$ cat config.mk
export PLATFORM = sky130hd
export DESIGN_NAME = spart_rx_flat
export DESIGN_NICKNAME = d
export VERILOG_FILES = /design/src/rtl/spart_pkg.sv /design/src/rtl/spart_rx_if.sv /design/src/rtl/spart_sync.sv /design/src/rtl/spart_rx.sv /design/src/flat_wrapper.sv
export SDC_FILE = /design/constraint.sdc
export NUM_CORES = 1
export LEC_CHECK = 0
export ABC_CLOCK_PERIOD_IN_PS = 3800
export CAP_MARGIN = 20
export CORE_AREA = 2 2 49 51
export CTS_CLUSTER_SIZE = 24
export DETAILED_ROUTE_END_ITERATION = 8
export DIE_AREA = 0 0 51 53
export GPL_TIMING_DRIVEN = 0
export PLACE_DENSITY = 0.82
export SYNTH_ARGS = -nofsm -noshare
export SYNTH_HDL_FRONTEND = slang
export SYNTH_SLANG_ARGS = --single-unit
export TNS_END_PERCENT = 30
$ cat constraint.sdc
create_clock -name clk -period 3.8 [get_ports clk]
set_input_delay 0.76 -clock clk [delete_from_list [all_inputs] [get_ports clk]]
set_output_delay 0.76 -clock clk [all_outputs]
set_load 0.01 [all_outputs]
$ cat src/rtl/spart_pkg.sv
// Shared SPART definitions: receive/transmit FSM state encoding, frame width, default oversample.
// Also provides a counter-width helper so rx and tx size their tick counters the same way.
// Imported by spart_rx, spart_rx_if and (later) spart_tx.
package spart_pkg;

  localparam int SPART_DATA_BITS  = 8;
  localparam int SPART_OVERSAMPLE = 16;

  typedef enum logic [1:0] {
    IDLE  = 2'd0,
    START = 2'd1,
    DATA  = 2'd2,
    STOP  = 2'd3
  } rx_state_t;

  // Width of a counter that must hold 0..n-1 (at least 1 bit).
  function automatic int spart_cnt_w(input int n);
    return (n <= 2) ? 1 : $clog2(n);
  endfunction

endpackage

$ cat src/rtl/spart_rx_if.sv
// Receive-stage bus: baud tick and serial line in, byte/rda (and optional ferr) out.
// Ports: enable, rxd, clr_rda driven by master; rx_buffer, rda, ferr driven by slave (spart_rx).
// ferr exists only when SPART_RX_FERR_EN is defined.
interface spart_rx_if;
  import spart_pkg::*;

  logic                       enable;
  logic                       rxd;
  logic                       clr_rda;
  logic [SPART_DATA_BITS-1:0] rx_buffer;
  logic                       rda;

`ifdef SPART_RX_FERR_EN
  logic                       ferr;

  modport master (output enable, rxd, clr_rda, input  rx_buffer, rda, ferr);
  modport slave  (input  enable, rxd, clr_rda, output rx_buffer, rda, ferr);
`else
  modport master (output enable, rxd, clr_rda, input  rx_buffer, rda);
  modport slave  (input  enable, rxd, clr_rda, output rx_buffer, rda);
`endif

endinterface

$ cat src/rtl/spart_sync.sv
// Metastability synchroniser: SYNC_STAGES flop chain, resets to 1 (idle level of a serial line).
// Ports: clk, rst (sync, active-high), d (async in), q (synchronised out). Latency SYNC_STAGES clks.
// No backpressure; samples every clk.
module spart_sync #(
  parameter int SYNC_STAGES = 2
) (
  input  logic clk,
  input  logic rst,
  input  logic d,
  output logic q
);

  logic [SYNC_STAGES-1:0] sync_ff;

  always_ff @(posedge clk) begin
    if (rst) begin
      sync_ff <= '1;
    end else begin
      sync_ff <= {sync_ff[SYNC_STAGES-2:0], d};
    end
  end

  assign q = sync_ff[SYNC_STAGES-1];

endmodule

$ cat src/rtl/spart_rx.sv
// SPART receive stage: oversampled UART deserialiser (8N1, LSB first) feeding the bus interface.
// Ports: clk, rst (sync, active-high), rx (spart_rx_if.slave: enable, rxd, clr_rda -> rx_buffer, rda[, ferr]).
// Optional SPART_RX_FERR_EN: bad stop bit drops the byte and pulses ferr for one clk.
module spart_rx
  import spart_pkg::*;
#(
  parameter int OVERSAMPLE  = SPART_OVERSAMPLE,
  parameter int SYNC_STAGES = 2
) (
  input  logic        clk,
  input  logic        rst,
  spart_rx_if.slave   rx
);

  localparam int TW = spart_cnt_w(OVERSAMPLE);
  localparam int BW = spart_cnt_w(SPART_DATA_BITS);

  localparam logic [TW-1:0] HALF_M1 = TW'(OVERSAMPLE / 2 - 1);
  localparam logic [TW-1:0] FULL_M1 = TW'(OVERSAMPLE - 1);
  localparam logic [BW-1:0] LAST_BIT = BW'(SPART_DATA_BITS - 1);

  logic                       rxd_s;

  rx_state_t                  state, state_nxt;
  logic [TW-1:0]              tick_cnt, tick_nxt;
  logic [BW-1:0]              bit_cnt, bit_nxt;
  logic [SPART_DATA_BITS-1:0] sr, sr_nxt;
  logic [SPART_DATA_BITS-1:0] rx_buffer_q;
  logic                       rda_q;
  logic                       load;

`ifdef SPART_RX_FERR_EN
  logic                       frame_err;
  logic                       ferr_q;
`endif

  spart_sync #(
    .SYNC_STAGES (SYNC_STAGES)
  ) u_sync (
    .clk (clk),
    .rst (rst),
    .d   (rx.rxd),
    .q   (rxd_s)
  );

  // Next-state / datapath strobes. Everything holds unless this clk carries a baud tick.
  always_comb begin
    state_nxt = state;
    tick_nxt  = tick_cnt;
    bit_nxt   = bit_cnt;
    sr_nxt    = sr;
    load      = 1'b0;
`ifdef SPART_RX_FERR_EN
    frame_err = 1'b0;
`endif
    if (rx.enable) begin
      case (state)
        IDLE: begin
          if (!rxd_s) begin
            state_nxt = START;
            tick_nxt  = '0;
          end
        end
        START: begin
          // Re-check the line half a bit in; a high here was a glitch.
          if (tick_cnt == HALF_M1) begin
            tick_nxt = '0;
            bit_nxt  = '0;
            state_nxt = rxd_s ? IDLE : DATA;
          end else begin
            tick_nxt = tick_cnt + 1'b1;
          end
        end
        DATA: begin
          if (tick_cnt == FULL_M1) begin
            tick_nxt = '0;
            sr_nxt   = {rxd_s, sr[SPART_DATA_BITS-1:1]};
            if (bit_cnt == LAST_BIT) begin
              state_nxt = STOP;
            end else begin
              bit_nxt = bit_cnt + 1'b1;
            end
          end else begin
            tick_nxt = tick_cnt + 1'b1;
          end
        end
        STOP: begin
          if (tick_cnt == FULL_M1) begin
            tick_nxt  = '0;
            state_nxt = IDLE;
`ifdef SPART_RX_FERR_EN
            load      = rxd_s;
            frame_err = !rxd_s;
`else
            // Stop level is not checked in this build; every frame is delivered.
            load      = 1'b1;
`endif
          end else begin
            tick_nxt = tick_cnt + 1'b1;
          end
        end
        default: begin
          state_nxt = IDLE;
          tick_nxt  = '0;
        end
      endcase
    end
  end

  always_ff @(posedge clk) begin
    if (rst) begin
      state       <= IDLE;
      tick_cnt    <= '0;
      bit_cnt     <= '0;
      sr          <= '0;
      rx_buffer_q <= '0;
      rda_q       <= 1'b0;
    end else begin
      state    <= state_nxt;
      tick_cnt <= tick_nxt;
      bit_cnt  <= bit_nxt;
      sr       <= sr_nxt;
      // A load on the same clk as clr_rda keeps rda set: the fresh byte must not be lost.
      // A load while rda is already set overwrites the unread byte (overrun).
      if (load) begin
        rx_buffer_q <= sr;
        rda_q       <= 1'b1;
      end else if (rx.clr_rda) begin
        rda_q <= 1'b0;
      end
    end
  end

`ifdef SPART_RX_FERR_EN
  always_ff @(posedge clk) begin
    if (rst) begin
      ferr_q <= 1'b0;
    end else begin
      ferr_q <= frame_err;
    end
  end

  assign rx.ferr = ferr_q;
`endif

  assign rx.rx_buffer = rx_buffer_q;
  assign rx.rda       = rda_q;

endmodule

$ cat src/flat_wrapper.sv
// flat-port wrapper written by rule: the top's interface ports become plain ports
module spart_rx_flat import spart_pkg::*;
#(
  parameter int OVERSAMPLE  = SPART_OVERSAMPLE,
  parameter int SYNC_STAGES = 2
)
  (clk, rst, rx_enable, rx_rxd, rx_clr_rda, rx_rx_buffer, rx_rda);
  spart_rx_if rx_i ();
  input  logic clk;
  input  logic rst;
  input wire logic [$bits(rx_i.enable)-1:0] rx_enable;
  input wire logic [$bits(rx_i.rxd)-1:0] rx_rxd;
  input wire logic [$bits(rx_i.clr_rda)-1:0] rx_clr_rda;
  output wire logic [$bits(rx_i.rx_buffer)-1:0] rx_rx_buffer;
  output wire logic [$bits(rx_i.rda)-1:0] rx_rda;
  assign rx_i.enable = rx_enable;
  assign rx_i.rxd = rx_rxd;
  assign rx_i.clr_rda = rx_clr_rda;
  assign rx_rx_buffer = rx_i.rx_buffer;
  assign rx_rda = rx_i.rda;
  spart_rx #(.OVERSAMPLE(OVERSAMPLE), .SYNC_STAGES(SYNC_STAGES)) u_core (.clk(clk), .rst(rst), .rx(rx_i));
endmodule
### After elaboration in Yosys (flattened, before gate mapping)

Index checks and enable logic that the tools add are counted.

| word-level totals | value |
|---|---|
| flip-flop bits (word level) | 28 |
| word-level logic and storage cells | 49 |
| input bits | 5 |
| output and inout port bits | 9 |

| operators by class | value |
|---|---|
| equality and inequality tests | 12 |
| reduce and logical (&&, ||, !) cells | 8 |
| add/subtract/negate cells | 2 |
| muxes and demuxes | 20 |

Operators by type and width:

| kind | count |
|---|---|
| 2-bit two-way mux | 6 |
| 4-bit two-way mux | 3 |
| 4-bit case mux with 3 select lines | 1 |
| 3-bit two-way mux | 3 |
| 2-bit by 1-bit inequality test with 1-bit output, second input constant | 4 |
| 2-bit case mux with 4 select lines | 1 |
| 3-bit case mux with 2 select lines | 1 |
| 6-bit AND reduction | 1 |
| 1-bit two-way mux | 5 |
| 5-bit AND reduction | 1 |
| 4-bit by 1-bit adder with 4-bit output, second input constant | 1 |
| 2-bit == test, second input constant | 2 |
| 4-bit by 3-bit == test with 1-bit output, second input constant | 1 |
| 4-bit == test, second input constant | 1 |
| 2-bit inequality test, second input constant | 2 |
| 2-bit nonzero test | 2 |
| 3-bit by 1-bit adder with 3-bit output, second input constant | 1 |
| 3-bit == test, second input constant | 1 |
| 3-bit AND reduction | 1 |
| 2-bit by 1-bit == test with 1-bit output, second input constant | 1 |
| 2-bit zero test | 1 |
| 2-bit AND reduction | 1 |
| 2-bit OR reduction | 1 |

### Logic depth before layout (Yosys ltp)

| logic depth | value |
|---|---|
| depth in word-level cells | 5 |
| gate-level depth with buffers | 6 |
| gate-level depth less buffers | 6 |

### Cells and area by module

Synthesis repeated with hierarchy kept, for this count alone.

| second synthesis, totals | value |
|---|---|
| cells, all modules | 123 |
| area total of the unflattened synthesis | 1191.1 sq um |

Modules (own cells, without submodules):

| module | instances | area an instance (sq um) | cells each | sequential area each (sq um) |
|---|---|---|---|---|
| spart_rx | 1 | 1138.6 | 119 | 520.5 |
| spart_sync | 1 | 52.6 | 4 | 40.0 |

### Worst setup path before layout

Ideal clock, no wire load.

| timing | value |
|---|---|
| path kind | input port to flip-flop |
| start | input port rx_enable |
| end | register u_core.rx_buffer_q[0] (netlist: u_core.rx.rx_buffer[0]) |
| path buffers | 0 |
| arrival time | 1.525 ns |
| setup time | 0.128 ns |
| slack | 2.148 ns |
| required time | 3.672 ns |
| stages on the path | 4 |
| path through | nand4_1 nor2_4 mux2i_1 nor2_1 |

| on the way | value |
|---|---|
| longest elaborated chain between the ends | 1 |

RTL lines:

| item | line | RTL |
|---|---|---|
| from (decl) | flat_wrapper.sv:11 | `input wire logic [$bits(rx_i.enable)-1:0] rx_enable;` |
| 1-bit two-way mux | spart_rx.sv:56 | `if (rx.enable) begin` |
| to (signal assigned) | spart_rx.sv:126 | `rx_buffer_q <= sr;` |
| to (decl) | spart_rx.sv:28 | `logic [SPART_DATA_BITS-1:0] rx_buffer_q;` |

Every way passes these cells.
A chain may end at the register's enable or synchronous reset.

### Worst setup path in the final report

Same ends and word-level chain as after synthesis.

==> summary.txt <==
Synth
  • Prevailing post-synth register cell: dfxtp_1
  • Synth Cell Area: 1200 um2
  • Asr flop ratio synth: 0
  • Synth cell types: 30
  • Sequential share of the synthesized area: 0.468
  • Largest cells by area after synthesis: dfxtp_1 (47%), mux2i_1 (17%), nor2_1 (8.5%), ha_1 (3.1%), a21oi_1 (2.1%)
  • Gate Count Post-Synth: 127
  • Share of the synthesized area in the top cell type: 0.468
  • Top cell type by total area after synthesis: dfxtp_1
  • Mean Syn Cell Area: 9.44 um2
  • Post-synthesis register bit count: 28
  • YS warnings: 0
  • Number of flops mapped to enable cells by yosys: 0
  • Syn Nets: 135

GRT
  • Gr usage total: 0.186
  • Global-route wire length before repair: 3700 um
  • Via count of the first global-routing pass: 864
  • Congestion Overflow GR: 0
  • Antenna violations before repair: 0
  • Pin count of the biggest net entering global routing: 17

Timing
  • Fin Setup TNS: 0 ns
  • Final Hold Fails: 0
  • Final min period: 2.14 ns
  • Period utilisation layout: 0.563
  • Final Slew Violations: 0
  • RSZ-0062 raised after global routing: no
  • Final hold slack: 0.431 ns
  • Max Clk Rate: 0.467 GHz
  • Clock Skews: 0.00297 ns
  • Relative slew margins: 0.618
  • Setup violations, final: 0
  • Tightest Pin Transition: 0.567 ns

Setup path
  • Critical Path RT: 4.01 ns
  • CP Max Fanout: 9
  • CP Data Arrival Time: 2.35 ns
  • Setup Crit Path Kind: in -> reg
  • Worst setup EP type: register
  • Crit path launch type: input port
  • R2r setup slk: 2.02 ns

Finish
  • Filler instances: 180
  • Nets: 152
  • Layout cells sized above 1: 0.0839
  • Number of diodes: 0
  • Final Instance Area: 1410 um2
  • Syn-to-layout area delta: 17.3%

Floorplan
  • Die area: 2700 um2
  • IO Pins: 14
  • Starting density of the core: 0.558
  • Die Y: 53 um
  • Cell row count: 17
  • Chip width: 51 um
  • Core area: 2150 um2

Clocking
  • Resized cells post-CTS: 0
  • Clk_lat worst skew: 0.32 ns
  • Max H-tree Level: 1
  • Clk root buf: clkbuf_4
  • Worst-path clk slew: 0.14 ns
  • CTS Sinks: 28
  • Hold Buf Count CTS: 0
  • Num CTS Buffers: 3
  • TritonCTS clock tree: done
  • Buffer depth of the longest clock path: 2
  • Post-CTS Setup Repair Bufs: 0

Power and ir drop
  • Leak pwr: 0.000530 uW
  • Total chip power: 503 uW
  • PwrDens: 358 nW/um2
  • Maximum vdd ir drop: 310 uV

Detailed routing
  • Final WL: 2160 um
  • Antenna Nets Post-Route: 0
  • Wirelength per Cell: 12.6 um
  • DR vias/cell: 5.26
  • Iter 0 DRT Violations: 8
  • First-pass detailed-route iteration total: 4
  • Vias: 899
  • DRC violations left: 0

Placement
  • Number of port buffers: 12
  • Dpl hpwl: 1540 um
  • Post-DP Area: 1350 um2
  • RD Place Congestion: 0.759

Hold path
  • HP Class: reg -> reg

Run
  • Maxcap violations: 0

Run status
  • Status: completed
==> critical path: stages <==
cell,delay (ns)
clkdlybuf4s50_1,0.62
nand4_1,0.27
nor2_4,0.38
mux2i_1,0.25
nor2_1,0.07
==> worst paths after layout <==
check                                 from                  endpoint  cells after the start
hold / removal    u_core.u_sync.sync_ff[0]  u_core.u_sync.sync_ff[1]                      1
setup reg to reg        u_core.tick_cnt[0]           u_core.state[0]                      5
setup / recovery                 rx_enable    u_core.rx.rx_buffer[0]                      5
hold reg to reg   u_core.u_sync.sync_ff[0]  u_core.u_sync.sync_ff[1]                      1
==> cell families (layout without fill, tap and decap cells) <==
kind of cell             Yosys count  count (layout)  share of synthesized area
AO/OA/AOI/OAI                     14              14                     0.0762
XOR/XNOR                           1               1                    0.00731
adder cells (fa/ha/maj)            3               3                     0.0313
buffers and inverters             11              27                     0.0438
flip-flops                        28              28                      0.468
multiplexers                      20              20                      0.167
AND/OR/NAND/NOR                   50              50                      0.207
==> cell usage after synthesis (3+ instances only) <==
library cell and count:
dfxtp_1 28, nor2_1 27, mux2i_1 20, nand2_1 6
a21oi_1 5, inv_1 4, buf_2 3, clkbuf_1 3
ha_1 3, nand4_1 3
==> metal layers <==
| metal | global-route usage | share of wire | vias to the layer above |
|---|---|---|---|
| li1 | - | - | 465 |
| met4 | 0.0946 | 0.022 | 0 |
| met2 | 0.325 | 0.49 | 10 |
| met3 | 0.0169 | 0.015 | 5 |
| met1 | 0.229 | 0.47 | 419 |
| met5 | 0 | 0 | - |
==> report_power, final <==
part	internal, uW	total (uW)	switching, uW
Combinational	6.45	16.1	9.64
Clock	107	191	84.2
Sequential	295	296	0.958
==> area by class of cell <==
type,count,area (um2),area share
Buffer,7,37.5,0.0267
Clock buffer,3,22.5,0.0160
Clock inverter,1,30.0,0.0214
Inverter,4,15.0,0.0107
Multi-Input combinational cell,88,586,0.416
Sequential cell,28,561,0.399
Tap cell,28,35.0,0.0249
Timing Repair Buffer,12,120,0.0854
==> cell usage in the layout, fill, tap and decap left out, types with 3 or more instances in the layout <==
cell type	synthesis	routed
dfxtp_1	28	28
nor2_1	27	27
mux2i_1	20	20
clkdlybuf4s50_1	0	12
nand2_1	6	6
a21oi_1	5	5
inv_1	4	4
clkbuf_1	3	3
buf_2	3	3
nand4_1	3	3
ha_1	3	3
clkbuf_4	0	3
==> sequential cells by signal (all words and copies together), names as in the netlist, named ones only <==
register and flops:
u_core.sr 8, u_core.bit_cnt 3, u_core.state 1, u_core.rx.rx_buffer 8
u_core.u_sync.sync_ff 2, u_core.tick_cnt 4, u_core.rx.rda 1
==> metrics by stage <==
step | setup WS, ns | util | instances
after floorplan | 2.15 | - | 127
after global placement | 1.40 | 0.630 | 167
after global routing | 1.59 | 0.655 | 171
after CTS | 1.67 | 0.655 | 171
final | 1.66 | 0.655 | 171
after detailed placement | 1.34 | 0.630 | 167
No activity file was read; power rests on OpenSTA's default activity.
